$ cat config.mk
export PLATFORM = sky130hd
export DESIGN_NAME = ram_arbiter_flat
export DESIGN_NICKNAME = d
export VERILOG_FILES = /design/src/rtl/ram_arbiter_if.sv /design/src/rtl/ram_arbiter.sv /design/src/flat_wrapper.sv
export SDC_FILE = /design/constraint.sdc
export NUM_CORES = 1
export LEC_CHECK = 0
export BUFFER_PORTS_ARGS = -buffer_cell sky130_fd_sc_hd__buf_2
export CAP_MARGIN = 10
export CORE_AREA = 2 2 127 129
export DETAILED_ROUTE_END_ITERATION = 6
export DIE_AREA = 0 0 129 131
export GPL_TIMING_DRIVEN = 0
export HOLD_SLACK_MARGIN = 0.12
export PLACE_DENSITY_LB_ADDON = 0.3
export RECOVER_POWER = 100
export SYNTH_ARGS = -nofsm -noshare
export SYNTH_HDL_FRONTEND = slang
export SYNTH_SLANG_ARGS = --single-unit
$ cat constraint.sdc
create_clock -name clk -period 3.6 [get_ports clk]
set_clock_uncertainty 0.15 [all_clocks]
set_input_delay 0.9 -clock clk [delete_from_list [all_inputs] [get_ports clk]]
set_output_delay 0.9 -clock clk [all_outputs]
set_load 0.005 [all_outputs]
$ cat src/rtl/ram_arbiter_if.sv
// Bundle of the signals shared by the two RAM requesters (CPU, DMA) and the single RAM port.
// The arbiter connects through the slave modport. The requesters and the RAM connect through the master modport.
interface ram_arbiter_if #(
    parameter int CNT_W = 16
);
    logic             cpu_req;
    logic [31:0]      cpu_addr;
    logic [31:0]      cpu_wdata;
    logic [1:0]       cpu_wflag;
    logic [2:0]       cpu_lflag;
    logic             cpu_ack;
    logic             cpu_stall;
    logic [31:0]      cpu_rdata;

    logic             dma_req;
    logic [31:0]      dma_addr;
    logic [31:0]      dma_wdata;
    logic [1:0]       dma_wflag;
    logic [2:0]       dma_lflag;
    logic             dma_ack;
    logic [31:0]      dma_rdata;

    logic [31:0]      ram_addr;
    logic [31:0]      write_ram_data;
    logic [1:0]       write_ram_flag;
    logic [2:0]       load_ram_flag;
    logic [31:0]      ram_out;

    logic [CNT_W-1:0] contention_cnt;

    modport slave (
        input  cpu_req, cpu_addr, cpu_wdata, cpu_wflag, cpu_lflag,
        input  dma_req, dma_addr, dma_wdata, dma_wflag, dma_lflag,
        input  ram_out,
        output cpu_ack, cpu_stall, cpu_rdata, dma_ack, dma_rdata,
        output ram_addr, write_ram_data, write_ram_flag, load_ram_flag,
        output contention_cnt
    );

    modport master (
        output cpu_req, cpu_addr, cpu_wdata, cpu_wflag, cpu_lflag,
        output dma_req, dma_addr, dma_wdata, dma_wflag, dma_lflag,
        output ram_out,
        input  cpu_ack, cpu_stall, cpu_rdata, dma_ack, dma_rdata,
        input  ram_addr, write_ram_data, write_ram_flag, load_ram_flag,
        input  contention_cnt
    );
endinterface

$ cat src/rtl/ram_arbiter.sv
// Round-robin arbiter for the single data RAM port, shared by the CPU load/store path and the DMA port.
// Each grant is a complete 0-latency transaction. The burst limit bounds how long either side can be starved.
module ram_arbiter #(
    parameter int MAX_BURST = 4,
    parameter int CNT_W     = 16
) (
    input  logic         clk,
    input  logic         rst,
    ram_arbiter_if.slave bus
);
    typedef enum logic [1:0] {
        OWN_NONE = 2'd0,
        OWN_CPU  = 2'd1,
        OWN_DMA  = 2'd2
    } owner_e;

    localparam logic [3:0] MAX_B = 4'(MAX_BURST);

    owner_e           owner_q, owner_d, winner;
    logic [3:0]       bcnt_q, bcnt_d;
    logic [CNT_W-1:0] cnt_q, cnt_d;
    logic             both_req;
    logic             cpu_gnt, dma_gnt;

    assign both_req = bus.cpu_req & bus.dma_req;

    // Under contention, the current owner keeps the port until it has used MAX_BURST grants in a row.
    always_comb begin
        winner = OWN_NONE;
        if (both_req) begin
            unique case (owner_q)
                OWN_CPU: winner = (bcnt_q < MAX_B) ? OWN_CPU : OWN_DMA;
                OWN_DMA: winner = (bcnt_q < MAX_B) ? OWN_DMA : OWN_CPU;
                default: winner = OWN_CPU;
            endcase
        end else if (bus.cpu_req) begin
            winner = OWN_CPU;
        end else if (bus.dma_req) begin
            winner = OWN_DMA;
        end
    end

    assign cpu_gnt = (winner == OWN_CPU) & ~rst;
    assign dma_gnt = (winner == OWN_DMA) & ~rst;

    always_comb begin
        bus.cpu_ack        = cpu_gnt;
        bus.dma_ack        = dma_gnt;
        bus.cpu_stall      = bus.cpu_req & ~cpu_gnt;
        bus.cpu_rdata      = '0;
        bus.dma_rdata      = '0;
        bus.ram_addr       = '0;
        bus.write_ram_data = '0;
        bus.write_ram_flag = '0;
        bus.load_ram_flag  = '0;
        if (cpu_gnt) begin
            bus.ram_addr       = bus.cpu_addr;
            bus.write_ram_data = bus.cpu_wdata;
            bus.write_ram_flag = bus.cpu_wflag;
            bus.load_ram_flag  = bus.cpu_lflag;
            bus.cpu_rdata      = bus.ram_out;
        end else if (dma_gnt) begin
            bus.ram_addr       = bus.dma_addr;
            bus.write_ram_data = bus.dma_wdata;
            bus.write_ram_flag = bus.dma_wflag;
            bus.load_ram_flag  = bus.dma_lflag;
            bus.dma_rdata      = bus.ram_out;
        end
    end

    assign bus.contention_cnt = cnt_q;

    always_comb begin
        owner_d = winner;
        bcnt_d  = '0;
        cnt_d   = cnt_q;
        if (winner != OWN_NONE) begin
            if (winner != owner_q) begin
                bcnt_d = 4'd1;
            end else if (bcnt_q == 4'hF) begin
                bcnt_d = bcnt_q;
            end else begin
                bcnt_d = bcnt_q + 4'd1;
            end
        end
        if (both_req && !(&cnt_q)) begin
            cnt_d = cnt_q + CNT_W'(1);
        end
    end

    always_ff @(posedge clk or posedge rst) begin
        if (rst) begin
            owner_q <= OWN_NONE;
            bcnt_q  <= '0;
            cnt_q   <= '0;
        end else begin
            owner_q <= owner_d;
            bcnt_q  <= bcnt_d;
            cnt_q   <= cnt_d;
        end
    end
endmodule
$ cat src/flat_wrapper.sv
// flat-port wrapper written by rule: the top's interface ports become plain ports
module ram_arbiter_flat 
#(
    parameter int MAX_BURST = 4,
    parameter int CNT_W     = 16
)
  (clk, rst, bus_cpu_req, bus_cpu_addr, bus_cpu_wdata, bus_cpu_wflag, bus_cpu_lflag, bus_dma_req, bus_dma_addr, bus_dma_wdata, bus_dma_wflag, bus_dma_lflag, bus_ram_out, bus_cpu_ack, bus_cpu_stall, bus_cpu_rdata, bus_dma_ack, bus_dma_rdata, bus_ram_addr, bus_write_ram_data, bus_write_ram_flag, bus_load_ram_flag, bus_contention_cnt);
  ram_arbiter_if #(.CNT_W(CNT_W)) bus_i ();
  input  logic clk;
  input  logic rst;
  input wire logic [$bits(bus_i.cpu_req)-1:0] bus_cpu_req;
  input wire logic [$bits(bus_i.cpu_addr)-1:0] bus_cpu_addr;
  input wire logic [$bits(bus_i.cpu_wdata)-1:0] bus_cpu_wdata;
  input wire logic [$bits(bus_i.cpu_wflag)-1:0] bus_cpu_wflag;
  input wire logic [$bits(bus_i.cpu_lflag)-1:0] bus_cpu_lflag;
  input wire logic [$bits(bus_i.dma_req)-1:0] bus_dma_req;
  input wire logic [$bits(bus_i.dma_addr)-1:0] bus_dma_addr;
  input wire logic [$bits(bus_i.dma_wdata)-1:0] bus_dma_wdata;
  input wire logic [$bits(bus_i.dma_wflag)-1:0] bus_dma_wflag;
  input wire logic [$bits(bus_i.dma_lflag)-1:0] bus_dma_lflag;
  input wire logic [$bits(bus_i.ram_out)-1:0] bus_ram_out;
  output wire logic [$bits(bus_i.cpu_ack)-1:0] bus_cpu_ack;
  output wire logic [$bits(bus_i.cpu_stall)-1:0] bus_cpu_stall;
  output wire logic [$bits(bus_i.cpu_rdata)-1:0] bus_cpu_rdata;
  output wire logic [$bits(bus_i.dma_ack)-1:0] bus_dma_ack;
  output wire logic [$bits(bus_i.dma_rdata)-1:0] bus_dma_rdata;
  output wire logic [$bits(bus_i.ram_addr)-1:0] bus_ram_addr;
  output wire logic [$bits(bus_i.write_ram_data)-1:0] bus_write_ram_data;
  output wire logic [$bits(bus_i.write_ram_flag)-1:0] bus_write_ram_flag;
  output wire logic [$bits(bus_i.load_ram_flag)-1:0] bus_load_ram_flag;
  output wire logic [$bits(bus_i.contention_cnt)-1:0] bus_contention_cnt;
  assign bus_i.cpu_req = bus_cpu_req;
  assign bus_i.cpu_addr = bus_cpu_addr;
  assign bus_i.cpu_wdata = bus_cpu_wdata;
  assign bus_i.cpu_wflag = bus_cpu_wflag;
  assign bus_i.cpu_lflag = bus_cpu_lflag;
  assign bus_i.dma_req = bus_dma_req;
  assign bus_i.dma_addr = bus_dma_addr;
  assign bus_i.dma_wdata = bus_dma_wdata;
  assign bus_i.dma_wflag = bus_dma_wflag;
  assign bus_i.dma_lflag = bus_dma_lflag;
  assign bus_i.ram_out = bus_ram_out;
  assign bus_cpu_ack = bus_i.cpu_ack;
  assign bus_cpu_stall = bus_i.cpu_stall;
  assign bus_cpu_rdata = bus_i.cpu_rdata;
  assign bus_dma_ack = bus_i.dma_ack;
  assign bus_dma_rdata = bus_i.dma_rdata;
  assign bus_ram_addr = bus_i.ram_addr;
  assign bus_write_ram_data = bus_i.write_ram_data;
  assign bus_write_ram_flag = bus_i.write_ram_flag;
  assign bus_load_ram_flag = bus_i.load_ram_flag;
  assign bus_contention_cnt = bus_i.contention_cnt;
  ram_arbiter #(.MAX_BURST(MAX_BURST), .CNT_W(CNT_W)) u_core (.clk(clk), .rst(rst), .bus(bus_i));
endmodule
== Yosys cells after proc, flatten, opt, wreduce, memory -nomap -nowiden ==
Cells that the tools add are included.
Cells by class
  reductions and logical operators: 4
  eq/ne operators: 7
  $add $sub $neg: 2
  muxes and demuxes: 20
  bitwise logic cells: 6
  order comparisons: 1
Operator list (count)
  32-bit two-way mux: 7
  16-bit by 1-bit adder with 16-bit output, second input constant: 1
  16-bit AND reduction: 1
  2-bit two-way mux: 7
  4-bit two-way mux: 3
  3-bit two-way mux: 2
  4-bit by 1-bit adder with 4-bit output, second input constant: 1
  1-bit AND: 4
  2-bit by 1-bit == test with 1-bit output, second input constant: 2
  2-bit == test, second input constant: 2
  4-bit == test, second input constant: 1
  4-bit by 3-bit < comparator with 1-bit output, second input constant: 1
  2-bit case mux with 2 select lines: 1
  3-bit != test, second input constant: 1
  2-bit != test: 1
  1-bit NOT: 2
  2-bit nonzero test: 1
  1-bit logical AND: 1
  1-bit zero test: 1
Word-level totals
  input bits: 174
  bits in registers: 22
  logic and storage cells: 43

== Longest topological paths before layout ==
  word-level depth: 8
  gate-level depth with buffers: 8
  mapped depth without buffers: 7

== Worst setup path after synthesis ==
No wires, ideal clock.
  kind: input to output
  from: input port bus_cpu_req
  to: output port bus_ram_addr[10]
  data required time: 2550 ps
  arrival time: 2118 ps
  path slack: 432 ps
  stages on the path: 7
  buffers on the path: 3
  path through: buf_2 o211a_1 a211oi_2 and3_1 buf_6 buf_6 a22o_1
Between the ends
  longest elaborated chain between the ends: 6
  elaborated cells between the ends (all ways): 9
Ends and longest elaborated chain
  from (decl): RTL line flat_wrapper.sv:11  | input wire logic [$bits(bus_i.cpu_req)-1:0] bus_cpu_req;
  2-bit two-way mux or 1-bit AND (tied branches): RTL line ram_arbiter.sv:36, ram_arbiter.sv:25
  2-bit two-way mux (*): RTL line ram_arbiter.sv:30  | if (both_req) begin
  2-bit == test: RTL line ram_arbiter.sv:44  | assign dma_gnt = (winner == OWN_DMA) & ~rst;
  1-bit AND: RTL line ram_arbiter.sv:44
  32-bit two-way mux: RTL line ram_arbiter.sv:62  | end else if (dma_gnt) begin
  32-bit two-way mux (*): RTL line ram_arbiter.sv:56  | if (cpu_gnt) begin
  to (decl): RTL line flat_wrapper.sv:27  | output wire logic [$bits(bus_i.ram_addr)-1:0] bus_ram_addr;
Every way passes the cells marked *; elsewhere a longest branch is shown, timed or not.

== Worst setup path after layout ==
  from: input port bus_dma_req
  to: output port bus_write_ram_data[5]
Between the ends
  longest elaborated chain between the ends: 7
  elaborated cells between the ends (all ways): 10
Ends and longest elaborated chain
  from (decl): RTL line flat_wrapper.sv:16  | input wire logic [$bits(bus_i.dma_req)-1:0] bus_dma_req;
  2-bit two-way mux: RTL line ram_arbiter.sv:38  | end else if (bus.dma_req) begin
  2-bit two-way mux: RTL line ram_arbiter.sv:36  | end else if (bus.cpu_req) begin
  2-bit two-way mux (*): RTL line ram_arbiter.sv:30
  2-bit == test: RTL line ram_arbiter.sv:44
  1-bit AND: RTL line ram_arbiter.sv:44
  32-bit two-way mux: RTL line ram_arbiter.sv:62
  32-bit two-way mux (*): RTL line ram_arbiter.sv:56
  to (decl): RTL line flat_wrapper.sv:28  | output wire logic [$bits(bus_i.write_ram_data)-1:0] bus_write_ram_data;
Marked as above.

==> flow_summary.json <==
{
  "run_status": "completed",
  "synth-seq-area-share_pct": 22.8,
  "vdd_ir_drop_max_uv": 180,
  "number_of_enable_type_register_cells_in_the_synthesized_netlist": 0,
  "max_fclk_mhz": 280,
  "synth.net_count": 452,
  "route.detailed.drc": 0,
  "postSynthRegisterBits": 22,
  "timing.final.setup_violations": 0,
  "crit_path_frequent_cell": "buf_4",
  "cts-buffers-inserted": 3,
  "die_width_um": 129,
  "number_of_cells_traversed_by_the_worst_hold_path": 1,
  "netlist_instances": 274,
  "via_count_of_the_first_global_routing_pass": 3182,
  "syn_area_per_cell_sq_um": 8.82,
  "rr_worst_depth": 8,
  "design.final.nets": 797,
  "cp-end-kind": "output pin",
  "synth.yosys.warnings": 0,
  "dieArea_sq_um": 16900,
  "slowest_stage": "a211oi_4",
  "place.detailed.hpwl_um": 13300,
  "antenna_found_initial": 3,
  "worst-path-stages": 10,
  "max-slew-margin-rel_pct": 32.0,
  "drive_gt1_share_pct": 61.4,
  "root_buffer": "clkbuf_16",
  "overflow": 0,
  "cpLargestDelayFamily": "buffers and inverters",
  "area_delta_synth_final_pct": 92.7,
  "cp_slowest_stage_delay_ns": 0.31,
  "timing.hold.worst.class": "register to register",
  "post_synth_instance_area_sq_um": 2420,
  "timing.critical_path.fanout_max": 10,
  "wl_um": 16000,
  "total_leakage_power_nw": 2.75,
  "grt_max_degree": 13,
  "netlist.area_leader.share_pct": 25.0,
  "cts.clk_slew.worst_paths_ns": 0.06,
  "maxCapViolCount": 0,
  "worst-path-buf-inv": 6,
  "clock_path_buffers": 2,
  "drt-vias-per-instance": 4.21,
  "clkLatencyLatePin_ns": 0.25,
  "worst_ep_arrival_time_ns": 2.52,
  "postLayoutSetupSlackWorst_ns": 0.0343,
  "final.min_clock_period_ns": 3.57,
  "timing.critical_path.required_ns": 2.55,
  "cts_tree": "built",
  "pwr_density_cell_nw_per_um2": 278,
  "post-place-ws_ns": -0.284,
  "dp_cells": 815,
  "dr.first_iter.drc_count": 192,
  "gpl.final_weighted_congestion": 0.828,
  "floorplan.die.height_um": 131,
  "core.rowCount": 46,
  "yosys.area.top_type": "a22o_1",
  "drt.antenna.violating_nets": 0,
  "finalPower_w": 0.00130,
  "synth-main-ff-cell": "dfrtp_1",
  "critical_path_class": "input pin to output pin",
  "cts.sink_count": 22,
  "portBuffers": 325,
  "timing.setup.tns_ns": 0,
  "crit_path_start_kind": "input pin",
  "synth_area_leaders": "a22o_1 25%, dfrtp_1 23%, and2_1 17%",
  "fp.coreArea_sq_um": 15600,
  "wire_per_inst_um": 19.2,
  "cts-htree-levels": 1,
  "io-pin-count": 326,
  "globalRouteTotalUtil_pct": 16.1,
  "worst-slew-pin-transition_ns": 1.01,
  "async_flop_share_pct": 100,
  "report.final.slew_viol_count": 0,
  "final_cell_count_no_fill": 835,
  "final.period_utilization_pct": 99.0,
  "timing.critical_path.cells": "buf_2, nand2b_1, a211oi_4, buf_4, nor3_4, buf_4, buf_8, buf_6, a22o_1, buf_4",
  "vias": 3512,
  "timing.final.hold_violations": 0,
  "fillers": 1726,
  "first_pass_iters": 4,
  "grt_first_pass_wirelength_um": 20000,
  "synth.distinct_cells": 39,
  "start_util_pct": 15.5
}
-- final timing paths --
kind	startpoint	endpoint	slack (ns)
worst max-delay path	bus_dma_req	bus_write_ram_data[5]	0.03
worst min-delay path	u_core.bus.contention_cnt[15]$_DFFE_PP0P_	u_core.bus.contention_cnt[15]$_DFFE_PP0P_	0.35
worst max register to register	u_core.owner_q[0]$_DFF_PP0_	u_core.bcnt_q[0]$_DFFE_PP0P_	1.34
worst min register to register	u_core.bus.contention_cnt[15]$_DFFE_PP0P_	u_core.bus.contention_cnt[15]$_DFFE_PP0P_	0.35
max in group asynchronous	rst	u_core.bus.contention_cnt[11]$_DFFE_PP0P_	2.45
min in group asynchronous	rst	u_core.owner_q[0]$_DFF_PP0_	0.49
-- sequential cells by signal, indices dropped and copies added, names as in the netlist --
signal,count
u_core.bcnt_q,4
u_core.owner_q,2
u_core.bus.contention_cnt,16
-- timing repair --
item / in CTS / in global routing
endpoints found under the setup margin: 123 / 39
setup buffers: 2 / 10
gates resized for setup: 11 / 22
gates cloned: 1 / 2
pin swaps: 3 / 6
hold buffers: 0 / 0
-- layout by cell type, fill, tap and decap left out, types with 6 or more instances in the layout --
cell type / count
buf_6: 10
buf_2: 324
nor3_1: 7
nand2_1: 8
a22o_1: 69
dfrtp_1: 22
nand3_1: 7
and2_1: 64
buf_4: 18
inv_1: 6
xor2_1: 12
-- worst reg2reg max path: stages, from the launching register on --
cell     delay (ns)
dfrtp_1        0.40
inv_2          0.09
ha_4           0.14
or3b_4         0.39
a31oi_4        0.20
buf_4          0.15
buf_4          0.11
xnor2_1        0.13
o32a_1         0.38
-- Yosys cell counts, types with 3 or more instances --
| master | count |
|---|---|
| a22o_1 | 69 |
| and3_1 | 3 |
| a21oi_1 | 3 |
| nor4_1 | 5 |
| xor2_1 | 12 |
| nor2_1 | 4 |
| nand4_1 | 3 |
| buf_2 | 4 |
| nand3_1 | 7 |
| buf_6 | 14 |
| nor3_1 | 8 |
| ha_1 | 4 |
| nand2_1 | 8 |
| buf_4 | 3 |
| and2_1 | 64 |
| clkbuf_1 | 3 |
| dfrtp_1 | 22 |
| a211oi_1 | 3 |
| xnor2_1 | 4 |
| o21ai_0 | 3 |
| inv_1 | 8 |
-- logic make-up (layout without fill, tap and decap cells) --
group	count (synthesis)	after routing	synth area share, %
and+or+nand+nor	110	110	27.0
other	0	2	0
adders and majority gates	4	4	2.07
buffers and inverters	32	375	9.99
AOI/OAI and AO/OA	88	88	31.5
xor gates and xnor gates	16	16	5.80
DFF	22	22	22.8
muxes	2	2	0.880
-- cell type report --
class	instances	area [sq um]	area share, %
repair buffers	339	1780	38.2
multi-input cells	220	1690	36.3
flip-flops and latches	22	551	11.8
well taps	216	270	5.80
plain buffers	24	251	5.40
clock buffers	3	75.1	1.61
inverters	8	33.8	0.725
repair inverters	1	5.00	0.107
diodes	2	5.00	0.107
-- power breakdown --
group / total [W] / internal (W) / switching, W
Combinational: 0.000699 / 0.000364 / 0.000335
Clock: 0.000234 / 0.000147 / 0.0000872
Sequential: 0.000364 / 0.000297 / 0.0000672
-- through the flow --
step | utilization (%) | area, sq um | hold slack, ns
finish | 29.9 | 4660 | 0.351
global route | 29.9 | 4660 | 0.372
CTS | 28.6 | 4460 | 0.355
detailed placement | 27.7 | 4310 | 0.340
global placement | 27.7 | 4310 | 0.340
floorplan | - | 2420 | 0.334
-- routing by layer --
metal / vias to the layer above / routed length (um) / global-route usage [%]
li1: 1712 / - / -
met1: 1637 / 6560 / 20.3
met2: 159 / 7120 / 23.9
met3: 2 / 2350 / 10.4
met4: 2 / 0 / 1.66
met5: - / 13 / 0
(Power assumes the default switching activity.)
